**src/rtl/spi_req_arbiter.sv**
```systemverilog
// Round-robin arbiter sharing one SPI master among NUM_REQ requesters.
// Optional watchdog: define SPI_ARB_TIMEOUT_EN to abort stuck transfers with an err pulse.
//
// state     | meaning
// IDLE      | search for a valid requester starting at rr_ptr
// ISSUE     | spi_newd held high until the master reports busy
// WAIT_DONE | frame in flight, waiting for spi_done
// GAP       | inter-frame idle time before the next grant
module spi_req_arbiter #(
  parameter int NUM_REQ        = 4,
  parameter int DATA_W         = 12,
  parameter int GAP_CYCLES     = 2,
  parameter int TIMEOUT_CYCLES = 4096
) (
  input  logic                       clk,
  input  logic                       rst,
  input  logic [NUM_REQ-1:0]         req_valid,
  input  logic [NUM_REQ*DATA_W-1:0]  req_data,
  output logic [NUM_REQ-1:0]         req_ready,
  output logic                       spi_newd,
  output logic [DATA_W-1:0]          spi_din,
  input  logic                       spi_busy,
  input  logic                       spi_done,
  output logic [$clog2(NUM_REQ)-1:0] grant_id,
  output logic                       xfer_active,
  output logic                       xfer_done,
  output logic                       err
);
  localparam int ID_W  = $clog2(NUM_REQ);
  localparam int GAP_W = (GAP_CYCLES > 1) ? $clog2(GAP_CYCLES) : 1;
  localparam logic [ID_W:0]    NUM_REQ_X = (ID_W+1)'(NUM_REQ);
  localparam logic [ID_W-1:0]  LAST_ID   = ID_W'(NUM_REQ-1);
  localparam logic [GAP_W-1:0] GAP_LOAD  = (GAP_CYCLES > 0) ? GAP_W'(GAP_CYCLES-1) : '0;

  if (NUM_REQ < 2 || NUM_REQ > 8 || DATA_W < 1 || GAP_CYCLES < 0 || TIMEOUT_CYCLES < 1) begin : g_param_check
    $error("spi_req_arbiter: parameter out of range");
  end

  typedef enum logic [1:0] {IDLE, ISSUE, WAIT_DONE, GAP} state_t;

  state_t             state, state_nxt;
  logic [ID_W-1:0]    rr_ptr, rr_ptr_nxt;
  logic [ID_W-1:0]    grant_nxt;
  logic [DATA_W-1:0]  din_nxt;
  logic               newd_nxt, active_nxt;
  logic [GAP_W-1:0]   gap_cnt, gap_nxt;
  logic               done_evt;
  logic               to_expire;

  logic [ID_W-1:0]    sel_id;
  logic               sel_found;
  logic [DATA_W-1:0]  sel_data;
  logic [ID_W:0]      cand;

  // First valid requester at or after rr_ptr, wrapping modulo NUM_REQ.
  always_comb begin
    sel_id    = '0;
    sel_found = 1'b0;
    cand      = '0;
    for (int k = 0; k < NUM_REQ; k++) begin
      cand = {1'b0, rr_ptr} + (ID_W+1)'(k);
      if (cand >= NUM_REQ_X) cand = cand - NUM_REQ_X;
      if (!sel_found && req_valid[cand[ID_W-1:0]]) begin
        sel_found = 1'b1;
        sel_id    = cand[ID_W-1:0];
      end
    end
    sel_data = '0;
    for (int i = 0; i < NUM_REQ; i++)
      if (sel_id == ID_W'(i)) sel_data = req_data[i*DATA_W +: DATA_W];
  end

  always_comb begin
    req_ready = '0;
    if (!rst && state == IDLE && sel_found) req_ready[sel_id] = 1'b1;
  end

  always_comb begin
    state_nxt  = state;
    rr_ptr_nxt = rr_ptr;
    grant_nxt  = grant_id;
    din_nxt    = spi_din;
    newd_nxt   = spi_newd;
    active_nxt = xfer_active;
    gap_nxt    = gap_cnt;
    done_evt   = 1'b0;
    case (state)
      IDLE: begin
        if (sel_found) begin
          state_nxt  = ISSUE;
          din_nxt    = sel_data;
          grant_nxt  = sel_id;
          active_nxt = 1'b1;
          newd_nxt   = 1'b1;
        end
      end
      ISSUE, WAIT_DONE: begin
        // A done seen while still in ISSUE completes the frame just like WAIT_DONE.
        if (spi_done || to_expire) begin
          done_evt   = spi_done;
          newd_nxt   = 1'b0;
          active_nxt = 1'b0;
          rr_ptr_nxt = (grant_id == LAST_ID) ? '0 : grant_id + 1'b1;
          if (GAP_CYCLES == 0) begin
            state_nxt = IDLE;
          end else begin
            state_nxt = GAP;
            gap_nxt   = GAP_LOAD;
          end
        end else if (state == ISSUE && spi_busy) begin
          newd_nxt  = 1'b0;
          state_nxt = WAIT_DONE;
        end
      end
      GAP: begin
        if (gap_cnt == '0) state_nxt = IDLE;
        else               gap_nxt   = gap_cnt - 1'b1;
      end
      default: state_nxt = IDLE;
    endcase
  end

  always_ff @(posedge clk) begin
    if (rst) begin
      state       <= IDLE;
      rr_ptr      <= '0;
      grant_id    <= '0;
      spi_din     <= '0;
      spi_newd    <= 1'b0;
      xfer_active <= 1'b0;
      gap_cnt     <= '0;
    end else begin
      state       <= state_nxt;
      rr_ptr      <= rr_ptr_nxt;
      grant_id    <= grant_nxt;
      spi_din     <= din_nxt;
      spi_newd    <= newd_nxt;
      xfer_active <= active_nxt;
      gap_cnt     <= gap_nxt;
    end
  end

  assign xfer_done = done_evt & ~rst;

`ifdef SPI_ARB_TIMEOUT_EN
  localparam int TO_W = (TIMEOUT_CYCLES > 1) ? $clog2(TIMEOUT_CYCLES) : 1;
  localparam logic [TO_W-1:0] TO_LOAD = TO_W'(TIMEOUT_CYCLES-1);

  logic [TO_W-1:0] to_cnt;

  assign to_expire = (state == ISSUE || state == WAIT_DONE) && (to_cnt == '0) && !spi_done;

  // Reloaded on every state change so ISSUE and WAIT_DONE each get the full budget.
  always_ff @(posedge clk) begin
    if (rst) begin
      to_cnt <= '0;
      err    <= 1'b0;
    end else begin
      err <= to_expire;
      if (state_nxt != state)
        to_cnt <= TO_LOAD;
      else if ((state == ISSUE || state == WAIT_DONE) && to_cnt != '0)
        to_cnt <= to_cnt - 1'b1;
    end
  end
`else
  assign to_expire = 1'b0;
  assign err       = 1'b0;
`endif

endmodule

```
**config.mk**
```make
export PLATFORM = sky130hd
export DESIGN_NAME = spi_req_arbiter
export DESIGN_NICKNAME = d
export VERILOG_FILES = /design/src/rtl/spi_req_arbiter.sv
export SDC_FILE = /design/constraint.sdc
export NUM_CORES = 1
export LEC_CHECK = 0
export CORE_MARGIN = 4
export CORE_UTILIZATION = 37
export CTS_CLUSTER_SIZE = 8
export DETAILED_ROUTE_END_ITERATION = 8
export PLACE_DENSITY = 0.86
export SLEW_MARGIN = 20
export SYNTH_ARGS = -nofsm -noshare
export SYNTH_HDL_FRONTEND = slang
export SYNTH_SLANG_ARGS = --single-unit
```
**constraint.sdc**
```tcl
create_clock -name clk -period 3 [get_ports clk]
set_input_delay 0.9 -clock clk [delete_from_list [all_inputs] [get_ports clk]]
set_output_delay 0.9 -clock clk [all_outputs]
set_load 0.02 [all_outputs]
```
==> impl_results.md <==
* Die W at 67.2 µm
* Clk pwr share at 8.9%
* Power Density at 683 nW/µm²
* Bufs and invs on worst path at 3
* Vias at 1337
* Hold wc startpoint: xfer_active
* Core Rows at 21
* FF-to-FF End: spi_din[10]
* Yosys reg bits at 21
* Starting DRC count in detailed routing at 15
* Layout cells sized above 1 at 18.7%
* GPL Wtd Cong at 0.807
* Worst vdd ir at 0.389 mV
* Max Slew Vio Count at 0
* Fillers at 305
* Cell taking the most area after synthesis: dfxtp_1
* Crit start category: input port
* Synth warn at 0
* Min Tclk post-route at approximately 2.9 ns
* Cells after Synth at 141
* Setup TNS at 0 ns
* Status: complete, no violations
* Synth cell types at 26
* # diodes at 0
* Top Ports at 78
* Root Buffer: clkbuf_4
* Delay-heaviest family, CP: buffers and inverters
* Max_cap viols at 0
* Reg2Reg Setup Slack at between 0.9 and 1 ns
* Switch Pwr at ~0.61 mW
* Arrival time at the worst endpoint at 2.01 ns
* TritonCTS clock tree: done
* Logic gate share of total power at 61.7%
* Synthesis-to-layout area growth at 71.8%
* Synth area leaders: dfxtp_1, mux2i_1, o221ai_2
* Synth top area share at approximately 32%
* DRT Pass-1 Iters at 4
* Final core occ at 66.2%
* Syn_nets at 201
* Die Height at 67.2 µm
* Total Wirelength at between 3000 and 4000 µm
* Final setup vio count at 0
* Design Area, Final at 2230 µm²
* I/O Buffers at 76
* Placed Cells at 270
* Non-filler instance count after layout at 276
* Leak at between 0.9 and 1 nW
* Crit share post-route at between 90% and 100%
* Hold path endpoint: xfer_active
* Sink Count at 21
* Clock Latency Late Sink at approximately 0.3 ns
* Post-synthesis sequential area ratio at approximately a third
* Vias per cell at 4.84
* Hold crit path type: reg -> reg
* Clk_skew at 0.0115 ns
* Placed inst area at around 2200 µm²
* Kind of critical path: in -> out
* Initial antenna violation count at 0
* Routed length per instance at 13.4 µm
* Slowest CP cell: clkdlybuf4s50_1
* Internal power at 0.913 mW
* CORE AREA at 3360 µm²
* Dpl hpwl at around 3200 µm
* Grt ovf at 0
* CP cell instances: clkdlybuf4s50_1 > buf_4 > nor2_1 > dlygate4sd2_1
* Required @ worst endpoint at 2.10 ns
* Total Nets Final at about 290
* First-pass GRT wire length at 5660 µm
* RSZ-0062 raised after global routing: no
* CP max stage delay at 0.54 ns
* CTS Buf Count at 3
* Detail Route Antenna Nets at 0
* Initial Utilization at ~39%
* # DRC at 0
* Clock Path Buffers at 2
* Post-Syn Area at 1300 µm²
* CTS clk-pin slew, worst paths at 0.11 ns
* Worst Setup End Kind: primary output
* Pwr Total at 1.52 mW
* Switching part of the total power at about 40%
* Post-Syn Area per Cell at 9.19 µm²
* Register share of total power at 29.5%
* Number of global-route vias before repair at approximately 1300
* Worst reg-to-reg path cell count at 8
* GRT Util Overall at between 10% and 20%
* Reg2reg start: rr_ptr[1]
* Die area at around 4500 µm²
* CP max FO at 11
* Fin. Hold Viols at 0
* FMAX at 0.344 GHz
* Largest net degree at the start of global routing at 13
* Worst hold path depth at 2
* H-tree level count at 1
## area by class of cell
class | count | area [µm²] | area share, %
clock buffer | 3 | 22.5 | 1.01
multi-input combinational | 105 | 820 | 36.8
timing repair buffer | 94 | 880 | 39.5
tap | 46 | 57.6 | 2.58
inverter | 6 | 22.5 | 1.01
sequential | 21 | 420 | 18.9
clock inverter | 1 | 5.00 | 0.225
## Yosys cell counts
library cell,count
a21o_1,1
mux2i_1,27
nand2b_1,3
inv_1,6
a221oi_1,1
a22oi_1,2
buf_8,1
conb_1,1
nand2_1,22
dfxtp_1,21
nor2b_1,2
buf_12,1
a21oi_1,8
o2bb2a_1,1
buf_2,2
buf_4,4
ha_1,4
a311oi_1,1
nor4_2,1
o221ai_2,8
o21ai_0,4
o221ai_1,4
nand3_1,1
nor3_1,1
clkbuf_1,1
nor2_1,13
## registers in the layout, indices dropped and copies added, names as in the netlist
register     count
spi_din         12
xfer_active      1
gap_cnt          1
rr_ptr           2
state            2
spi_newd         1
grant_id         2
## routing by layer
| layer | share of wire, % | global-route usage [%] | up-vias |
|---|---|---|---|
| met5 | 0 | 0 | - |
| met4 | 0.92 | 4.56 | 0 |
| met2 | 51 | 29.4 | 41 |
| met3 | 7.2 | 4.99 | 2 |
| li1 | - | - | 683 |
| met1 | 41 | 18.4 | 611 |
## stage by stage
step	worst slack [ns]	hold slack (ns)
2_1_floorplan	0.0687	0.455
3_3_place_gp	-0.785	0.445
3_5_place_dp	-0.834	0.455
4_1_cts	-0.0156	0.479
5_1_grt	0.0327	0.496
6_report	0.0888	0.474
## logic make-up after synthesis
family / share of synthesized area [%]
multiplexers: 20.8
adder cells (fa/ha/maj): 3.86
flip-flops: 32.4
AND/OR/NAND/NOR: 14.3
AO/OA/AOI/OAI: 20.5
other: 0.289
buffers and inverters: 7.82
## power groups by stage
| stage | Combinational, mW | Clock [mW] | Sequential [mW] |
|---|---|---|---|
| floorplan | 0.456 | 0 | 0.543 |
| global placement | 0.910 | 0 | 0.451 |
| detailed placement | 0.917 | 0 | 0.456 |
| CTS | 0.931 | 0.140 | 0.449 |
| global route | 1.01 | 0.152 | 0.464 |
| finish | 0.938 | 0.135 | 0.448 |
## worst min-delay path, delay by kind of cell (launching register included)
family / cells / cell delay [ns]
simple gates: 1 / 0.05
flops: 1 / 0.33
compound gates: 1 / 0.05
## worst max path at each step
stage                     slack (ns)            to  cells after the start          from
after detailed placement       -0.83  req_ready[0]                      7  req_valid[0]
after floorplan                 0.07  req_ready[1]                      7  req_valid[2]
after global routing            0.03  req_ready[3]                      7  req_valid[1]
after global placement         -0.79  req_ready[1]                      7  req_valid[0]
final                           0.09     xfer_done                      4           rst
after CTS                      -0.02  req_ready[1]                      7  req_valid[0]
## placed cells by master (no fill, tap or decap), types with 3 or more instances in the layout
cell type        instances
o21ai_0                  3
nand2_1                 21
nor2_1                  13
ha_1                     4
clkdlybuf4s50_1         67
clkbuf_4                 3
dfxtp_1                 21
o221ai_2                 8
a21oi_1                  8
inv_1                    6
buf_4                   21
mux2i_1                 27
o221ai_1                 4
## repair_timing
item / in CTS / in global routing
cloned: 0 / 0
hold buffers: 0 / 0
buffers inserted: 2 / 0
hold endpoints to repair: 0 / 0
pin swaps: 1 / 4
gates resized for setup: 33 / 9
setup endpoints to repair: 5 / 4
(Power assumes the default switching activity.)
